### src/rtl/mux_n_stream_pkg.sv
// Shared types for the N-input streaming multiplexer.
// The mode enum is the type of the top-level `mode` port.
package mux_n_stream_pkg;

  typedef enum logic {
    MODE_SEL = 1'b0,
    MODE_RR  = 1'b1
  } mux_mode_t;

endpackage

### src/rtl/mux_n_stream_rr_pick.sv
// Combinational rotating-priority picker: the search starts one past ptr and wraps,
// so the channel granted last gets the lowest priority next time.
module rr_pick #(
  parameter  int N     = 4,
  localparam int SEL_W = $clog2(N)
) (
  input  logic [N-1:0]     req,
  input  logic [SEL_W-1:0] ptr,
  output logic             gnt_valid,
  output logic [SEL_W-1:0] gnt_idx
);

  logic [SEL_W-1:0] idx_s;
  logic             found_s;
  logic [SEL_W-1:0] pick_s;

  // Walk the channels in rotated order and keep the first requester found
  always_comb begin
    idx_s   = '0;
    found_s = 1'b0;
    pick_s  = '0;
    for (int k = 1; k <= N; k++) begin
      idx_s = SEL_W'((int'(ptr) + k) % N);
      if (!found_s && req[idx_s]) begin
        found_s = 1'b1;
        pick_s  = idx_s;
      end else begin
        pick_s  = pick_s;
      end
    end
    gnt_valid = found_s;
    gnt_idx   = pick_s;
  end

endmodule

### src/rtl/mux_n_stream.sv
// N-input, W-bit stream multiplexer with a single registered output stage.
// Select mode follows `sel`; round-robin mode arbitrates fairly among valid inputs.
module mux_n_stream
  import mux_n_stream_pkg::*;
#(
  parameter  int N     = 4,
  parameter  int W     = 8,
  localparam int SEL_W = $clog2(N)
) (
  input  logic             clk,
  input  logic             reset,
  input  mux_mode_t        mode,
  input  logic [SEL_W-1:0] sel,
  input  logic [N*W-1:0]   in_data,
  input  logic [N-1:0]     in_valid,
  output logic [N-1:0]     in_ready,
  output logic [W-1:0]     out_data,
  output logic             out_valid,
  input  logic             out_ready,
  output logic [SEL_W-1:0] out_chan
);

  logic [W-1:0]     out_data_r;
  logic             out_valid_r;
  logic [SEL_W-1:0] out_chan_r;
  logic [SEL_W-1:0] rr_ptr_r;

  logic             load_s;
  logic             rr_valid_s;
  logic [SEL_W-1:0] rr_idx_s;
  logic             grant_valid_s;
  logic [SEL_W-1:0] grant_s;
  logic             xfer_s;
  logic [N-1:0]     in_ready_s;

  rr_pick #(.N(N)) u_rr_pick (
    .req       (in_valid),
    .ptr       (rr_ptr_r),
    .gnt_valid (rr_valid_s),
    .gnt_idx   (rr_idx_s)
  );

  // Grant selection; sel beyond the last channel yields no grant
  always_comb begin
    grant_s       = '0;
    grant_valid_s = 1'b0;
    case (mode)
      MODE_SEL: begin
        grant_s       = sel;
        grant_valid_s = (int'(sel) < N) ? in_valid[sel] : 1'b0;
      end
      MODE_RR: begin
        grant_s       = rr_idx_s;
        grant_valid_s = rr_valid_s;
      end
      default: begin
        grant_s       = '0;
        grant_valid_s = 1'b0;
      end
    endcase
  end

  assign load_s = !out_valid_r || out_ready;
  assign xfer_s = load_s && grant_valid_s;

  // Only the granted channel sees ready, and only when the register can load
  always_comb begin
    in_ready_s = '0;
    for (int i = 0; i < N; i++) begin
      in_ready_s[i] = xfer_s && (int'(grant_s) == i);
    end
  end

  // Output register and round-robin pointer
  always_ff @(posedge clk or posedge reset) begin
    if (reset) begin
      out_data_r  <= '0;
      out_valid_r <= 1'b0;
      out_chan_r  <= '0;
      rr_ptr_r    <= SEL_W'(N - 1);
    end else begin
      if (xfer_s) begin
        out_data_r  <= in_data[int'(grant_s)*W +: W];
        out_chan_r  <= grant_s;
        out_valid_r <= 1'b1;
        if (mode == MODE_RR) begin
          rr_ptr_r <= grant_s;
        end else begin
          rr_ptr_r <= rr_ptr_r;
        end
      end else if (out_valid_r && out_ready) begin
        out_valid_r <= 1'b0;
      end else begin
        out_valid_r <= out_valid_r;
      end
    end
  end

  assign in_ready  = in_ready_s;
  assign out_data  = out_data_r;
  assign out_valid = out_valid_r;
  assign out_chan  = out_chan_r;

endmodule

### config.mk
export PLATFORM = sky130hd
export DESIGN_NAME = mux_n_stream
export DESIGN_NICKNAME = d
export VERILOG_FILES = /design/src/rtl/mux_n_stream_pkg.sv /design/src/rtl/mux_n_stream_rr_pick.sv /design/src/rtl/mux_n_stream.sv
export SDC_FILE = /design/constraint.sdc
export NUM_CORES = 1
export LEC_CHECK = 0
export ABC_AREA = 0
export CAP_MARGIN = 20
export CORE_MARGIN = 5
export CORE_UTILIZATION = 41
export CTS_CLUSTER_DIAMETER = 40
export CTS_CLUSTER_SIZE = 14
export DETAILED_ROUTE_END_ITERATION = 12
export PLACE_DENSITY = 0.95
export REMOVE_ABC_BUFFERS = 1
export SETUP_SLACK_MARGIN = 0.5
export SYNTH_ARGS = -nofsm -noshare
export SYNTH_HDL_FRONTEND = slang
export SYNTH_SLANG_ARGS = --single-unit
export TNS_END_PERCENT = 1
### constraint.sdc
create_clock -name clk -period 5.1 [get_ports clk]
set_clock_uncertainty 0.1 [all_clocks]
set_input_delay 0.765 -clock clk [delete_from_list [all_inputs] [get_ports clk]]
set_output_delay 0.765 -clock clk [all_outputs]
set_load 0.005 [all_outputs]
==> out/qor.txt, run 1 <==
outcome: finished clean
num ports: 57
Routed WL per cell: 16.14 um
post-CTS repair timing setup buffer count: 0
CP Cell Sequence: clkdlybuf4s50_1 > nor2_1 > o22a_1 > a2111oi_0 > a311oi_2 > nor3_1 > clkdlybuf4s50_1
Worst path slowest cell: a2111oi_0
DR vias/cell: 5.750
Sequential Power Share: 0.350
ys async rst share: 1.000
final hold vios: 0
Fillers: 185
vias: 1127
remaining global-route overflow: 0
Post-DP HPWL: 2508 um
n_diodes: 0
DR DRC count: 0
DR iter-0 viols: 46
Final min period: 4259 ps
setup_tns: 0 ps
Syn Inst Count: 114
Post-CTS Resized: 0
unrepaired setup endpoints after global routing: no
Internal Dissipation: 319.6 uW
Num CTS Buffers: 3
Reg2Reg Depth: 6
Critical Path Sink Type: output pin
die height: 59.29 um
most common cell after layout, fill and taps aside: clkdlybuf4s50_1
CP max stage delay: 670 ps
Yosys reg bits: 13
family with the most delay on the worst path: buffers and inverters
Synth Area per Inst: 8.736 um2
leakage power total: 0.6443 nW
GRT Resource Usage Total: 0.1929
combinational share of power: 0.511
final setup fails: 0
row cnt: 17
CTS HTree Levels: 1
Worst-Skew Late Latency: 280 ps
GP Congestion: 0.8753
Die Footprint: 0.003515 mm2
clk root buf: clkbuf_4
required time worst endpoint: 4240 ps
placed instance area: 0.001562 mm2
most frequent cells in the layout: clkdlybuf4s50_1 (56), nand2_1 (18), dfrtp_1 (11)
Hold Crit Class: register to register
Syn Std Cell Area: 996.0 um2
fin nets: 211
Clk pwr share: 0.139
EDFF count, synth: 0
Switching Fraction: 0.3428
P_sw: 166.7 uW
Peak supply drop: 211.5 uV
Max clock buf depth: 2
CTS sink cnt: 13
Max Freq: 234.8 MHz
Primary FF master, synth: dfrtp_1
vias in the first global route: 1150
Worst path depth: 7
fin. max-slew vios: 0
1st-pass router iterations: 4
PwrDens: 306.3 mW/mm2
final WL: 3163 um
Yosys cell types: 36
largest net degree at the start of global routing: 18
ratio of cells with drive above 1 in the final layout: 0.1131
YS warnings: 0
PortBufs: 56
period utilization: 0.8351
Hold Buf Count CTS: 0
CP Class: primary input to output pin
design area: 0.001588 mm2
Core Area: 0.002276 mm2
DRT antenna net count: 0
max cap viols: 0
Worst-Margin Slew: 902.0 ps
Initial Util: 0.4376
Syn-to-layout area delta: 59.42%
Die Width: 59.29 um
initial antenna violation count: 0
Worst EP arrival: 3390 ps
CP Launch Type: primary input
share of the yosys chip area belonging to registers: 0.3291
Critical Path Most Common Cell: clkdlybuf4s50_1
CTS tree: yes
Buf/Inv on CP: 2
Slew Limit Headroom: 0.3987
Worst Path Max Fanout: 13
CTS clock-pin slew for the worst setup and hold paths: 90 ps
Hold Crit Depth: 2
first-pass GRT wire length: 5181 um
-- cells by family after synthesis --
kind of cell,after synthesis,share of synthesized area
muxes,11,0.1306
buffers and inverters,11,0.05904
DFF,13,0.3291
and+or+nand+nor,50,0.2550
AOI/OAI and AO/OA,29,0.2261
-- Yosys cell counts (2+ instances only) --
cell type | instances | share of area
a2111oi_0 | 3 | 0.026
a211oi_1 | 2 | 0.015
a21o_1 | 2 | 0.015
a31oi_1 | 5 | 0.031
and2_1 | 2 | 0.013
and2_4 | 2 | 0.018
and3_1 | 3 | 0.019
buf_2 | 2 | 0.010
buf_6 | 2 | 0.023
clkbuf_1 | 3 | 0.011
dfrtp_1 | 11 | 0.28
dfstp_2 | 2 | 0.053
inv_1 | 4 | 0.015
mux2_2 | 6 | 0.068
mux2i_1 | 4 | 0.040
nand2_1 | 18 | 0.068
nand2b_1 | 10 | 0.063
nor2_1 | 8 | 0.030
nor2b_1 | 2 | 0.013
nor3_1 | 2 | 0.010
o21ai_0 | 2 | 0.010
o31ai_1 | 5 | 0.038
-- metrics by stage --
stage	std cells	setup WS, ps	total power, mW	hold WS (ps)	utilization
2_1_floorplan	107	2031	0.2881	370.0	-
3_3_place_gp	192	1058	0.4094	359.0	0.6861
3_5_place_dp	192	888.3	0.4202	369.9	0.6861
4_1_cts	196	889.6	0.4881	391.8	0.6976
5_1_grt	196	756.3	0.5208	426.3	0.6976
6_report	196	840.8	0.4864	385.3	0.6976
-- path summary, 6_finish.rpt --
check | startpoint | to | slack (ps)
max in group asynchronous | reset | rr_ptr_r[1] | 3820
hold / removal | out_chan[0] | out_chan[0] | 390
min in group asynchronous | reset | out_chan[0] | 710
hold reg to reg | out_chan[0] | out_chan[0] | 390
setup reg to reg | rr_ptr_r[1] | out_data[5] | 2470
setup / recovery | in_valid[0] | in_ready[0] | 840
-- routing by layer --
| layer | up-vias | track usage | part of all wire |
|---|---|---|---|
| met1 | 515 | 0.2221 | 0.37 |
| met5 | - | 0 | 0 |
| met4 | 0 | 0.07443 | 0.022 |
| met2 | 78 | 0.3417 | 0.51 |
| met3 | 10 | 0.04357 | 0.11 |
| li1 | 524 | - | - |
-- tightest hold or removal path, delay by kind of cell (launching register included) --
| family | cells | cell delay [ps] |
|---|---|---|
| AND/OR/NAND/NOR | 2 | 110 |
| flip-flops | 1 | 350 |
-- flip-flops by register name, indices dropped and copies added, names as in the netlist --
name       count
out_chan       2
out_data       8
rr_ptr_r       2
out_valid      1
-- area by class of cell --
type                    count  area [um2]  area share
multi-input cells          90       615.6      0.3877
repair buffers             57       568.0      0.3578
flip-flops and latches     13       327.8      0.2065
well taps                  28       35.03     0.02206
clock buffers               4       26.28     0.01655
inverters                   4       15.01    0.009456
-- power by group through the flow --
stage	combinational (mW)	sequential, mW	clock [mW]
after floorplan	0.120	0.168	0
after global placement	0.242	0.168	0
after detailed placement	0.250	0.171	0
after CTS	0.251	0.169	0.0682
after global routing	0.271	0.174	0.0750
final	0.249	0.170	0.0675
(Power assumes the default switching activity.)
==> run 2, diff against run 1 <==
--- a/config.mk
+++ b/config.mk
@@ -8,11 +8,11 @@
 export ABC_AREA = 0
 export CAP_MARGIN = 20
 export CORE_MARGIN = 5
-export CORE_UTILIZATION = 41
+export CORE_UTILIZATION = 34
 export CTS_CLUSTER_DIAMETER = 40
 export CTS_CLUSTER_SIZE = 14
 export DETAILED_ROUTE_END_ITERATION = 12
-export PLACE_DENSITY = 0.95
+export PLACE_DENSITY = 0.87
 export REMOVE_ABC_BUFFERS = 1
 export SETUP_SLACK_MARGIN = 0.5
 export SYNTH_ARGS = -nofsm -noshare
==> constraint.sdc (replaced) <==
create_clock -name clk -period 3.45 [get_ports clk]
set_clock_uncertainty 0.1 [all_clocks]
set_input_delay 0.5175 -clock clk [delete_from_list [all_inputs] [get_ports clk]]
set_output_delay 0.5175 -clock clk [all_outputs]
set_load 0.005 [all_outputs]
==> out/qor.txt, run 2 (same netlist as run 1, synthesis figures left out) <==
DR iter-0 viols: 32 (-30%)
worst r2r src: rr_ptr_r[1]
Buf/Inv on CP: 2 (unchanged)
Max Freq: 334.0 MHz
CP max stage delay: 500 ps (-170 ps)
PwrDens: 462.8 mW/mm2 (+51%)
Critical Path Most Common Cell: clkdlybuf4s50_1
final WL: 3503 um (+11%)
Worst path depth: 7 (unchanged)
Core Area: 0.002781 mm2 (+22%)
Hold Crit Class: register to register
ratio of cells with drive above 1 in the final layout: 0.1932 (+0.08009)
Initial Util: 0.3581 (-0.07953)
n_diodes: 0 (unchanged)
max cap viols: 0 (unchanged)
Syn-to-layout area delta: 69.72%
placed instance area: 0.001595 mm2 (+2.2%)
setup_tns: 0 ps (unchanged)
Post-Place Setup Slack: 60.90 ps (-827.4 ps)
CTS sink cnt: 13 (unchanged)
Hold Startpoint: out_chan[0]
CP Class: primary input to output pin
post-route core utilization: 0.6077 (-0.08990)
Die Footprint: 0.004111 mm2 (+17%)
Final min period: 2994 ps
final setup fails: 0 (unchanged)
Worst-Margin Slew: 543.0 ps (-358.9 ps)
crit path from: sel[0]
Worst EP arrival: 2380 ps (-1010 ps)
num ports: 57 (unchanged)
DP Cell Count: 199 (+3.6%)
fin worst setup slack: 455.8 ps (-384.9 ps)
final std cells w/o fill: 207 (+5.6%)
Tot Pwr: 782.4 uW (+61%)
fin. max-slew vios: 0 (unchanged)
Hold Crit Depth: 2 (unchanged)
Max clock buf depth: 2 (unchanged)
period utilization: 0.8679
GRT Resource Usage Total: 0.1692 (-0.02370)
outcome: finished clean
unrepaired setup endpoints after global routing: yes
Die Width: 64.12 um (+8.2%)
final hold vios: 0 (unchanged)
Peak supply drop: 289.5 uV (+37%)
Worst Path Max Fanout: 8 (-5)
Critical Path Sink Type: output pin
initial antenna violation count: 0 (unchanged)
Slew Limit Headroom: 0.6376 (+0.2389)
most common cell after layout, fill and taps aside: clkdlybuf4s50_1
CP Cell Sequence: clkdlybuf4s50_1 > mux4_2 > mux2_2 > and2_4 > nand2_1 > nor2_1 > clkdlybuf4s50_1
largest net degree at the start of global routing: 17 (-1)
vias in the first global route: 1229 (+6.9%)
CTS tree: yes
GP Congestion: 0.8515 (-2.7%)
Num CTS Buffers: 3 (unchanged)
CTS HTree Levels: 1 (unchanged)
row cnt: 19 (+2)
clk root buf: clkbuf_4
Routed WL per cell: 16.92 um (+4.9%)
1st-pass router iterations: 5 (+1)
first-pass GRT wire length: 5727 um (+11%)
family with the most delay on the worst path: buffers and inverters
Worst-Skew Late Latency: 280 ps (about the same)
remaining global-route overflow: 0 (unchanged)
DR vias/cell: 5.556 (-3.4%)
R2R Setup Slk: 970 ps (-1500 ps)
vias: 1150 (+2.0%)
DR DRC count: 0 (unchanged)
Worst path slowest cell: clkdlybuf4s50_1
die height: 64.12 um (+8.2%)
max FFs per register: 8 (unchanged)
CTS clock-pin slew for the worst setup and hold paths: 90 ps (about the same)
PortBufs: 56 (unchanged)
Fillers: 257 (+39%)
Reg2Reg Depth: 9 (+3)
WHS: 386.9 ps (+1.654 ps)
required time worst endpoint: 2830 ps (-1410 ps)
Hold Buf Count CTS: 0 (unchanged)
R2R Path End: out_data[5]
CP Launch Type: primary input
sink of the worst hold path: out_chan[0]
DRT antenna net count: 0 (unchanged)
leakage power total: 0.7235 nW (+12%)
most frequent cells in the layout: clkdlybuf4s50_1 (47), nand2_1 (18), dfrtp_1 (11)
Post-DP HPWL: 2653 um (+5.8%)
fin nets: 219 (+3.8%)
design area: 0.001690 mm2 (+6.5%)
run 2: routing by layer:
layer	track usage	part of all wire
met1	0.1942	0.40
met2	0.3128	0.52
met3	0.04378	0.069
met4	0.03562	0.0034
met5	0	0
run 2: what timing repair did:
| action | CTS | global route |
|---|---|---|
| pin swaps | 1 | 2 |
| endpoints found under the setup margin | 4 | 3 |
| resized for setup | 20 | 2 |
| gates cloned | 0 | 0 |
| buffers inserted | 4 | 0 |
run 2: worst max-delay path by stage:
stage | endpoint | slack (ps)
floorplan | in_ready[2] | 860
global placement | in_ready[0] | 110
detailed placement | in_ready[0] | 60
CTS | in_ready[3] | 440
global route | in_ready[1] | 420
finish | in_ready[1] | 460
run 2: worst min-delay path: stages, from the launching register on:
cell and delay [ps]:
dfrtp_1 350, nand2_1 50, nand2_1 60
run 2: layout make-up:
class,instances,area (um2),area share
repair buffers,65,628.1,0.3716
clock buffers,4,26.28,0.01554
inverters,4,15.01,0.008882
flip-flops and latches,13,327.8,0.1939
well taps,31,38.79,0.02295
multi-input cells,90,654.4,0.3871
run 2: report_power, final:
| group | leakage (nW) | switching [mW] | internal [mW] | total, mW |
|---|---|---|---|---|
| sequential | 0.143 | 0.0316 | 0.210 | 0.241 |
| combinational | 0.565 | 0.182 | 0.259 | 0.440 |
| clock | 0.0150 | 0.0560 | 0.0448 | 0.101 |
==> run 3, diff against run 2 <==
--- a/config.mk
+++ b/config.mk
@@ -12,6 +12,7 @@
 export CTS_CLUSTER_DIAMETER = 40
 export CTS_CLUSTER_SIZE = 14
 export DETAILED_ROUTE_END_ITERATION = 12
+export HOLD_SLACK_MARGIN = 0.08
 export PLACE_DENSITY = 0.87
 export REMOVE_ABC_BUFFERS = 1
 export SETUP_SLACK_MARGIN = 0.5
==> results of run 3 <==
No change in the layout: final DEF, timing and power equal those of run 2.
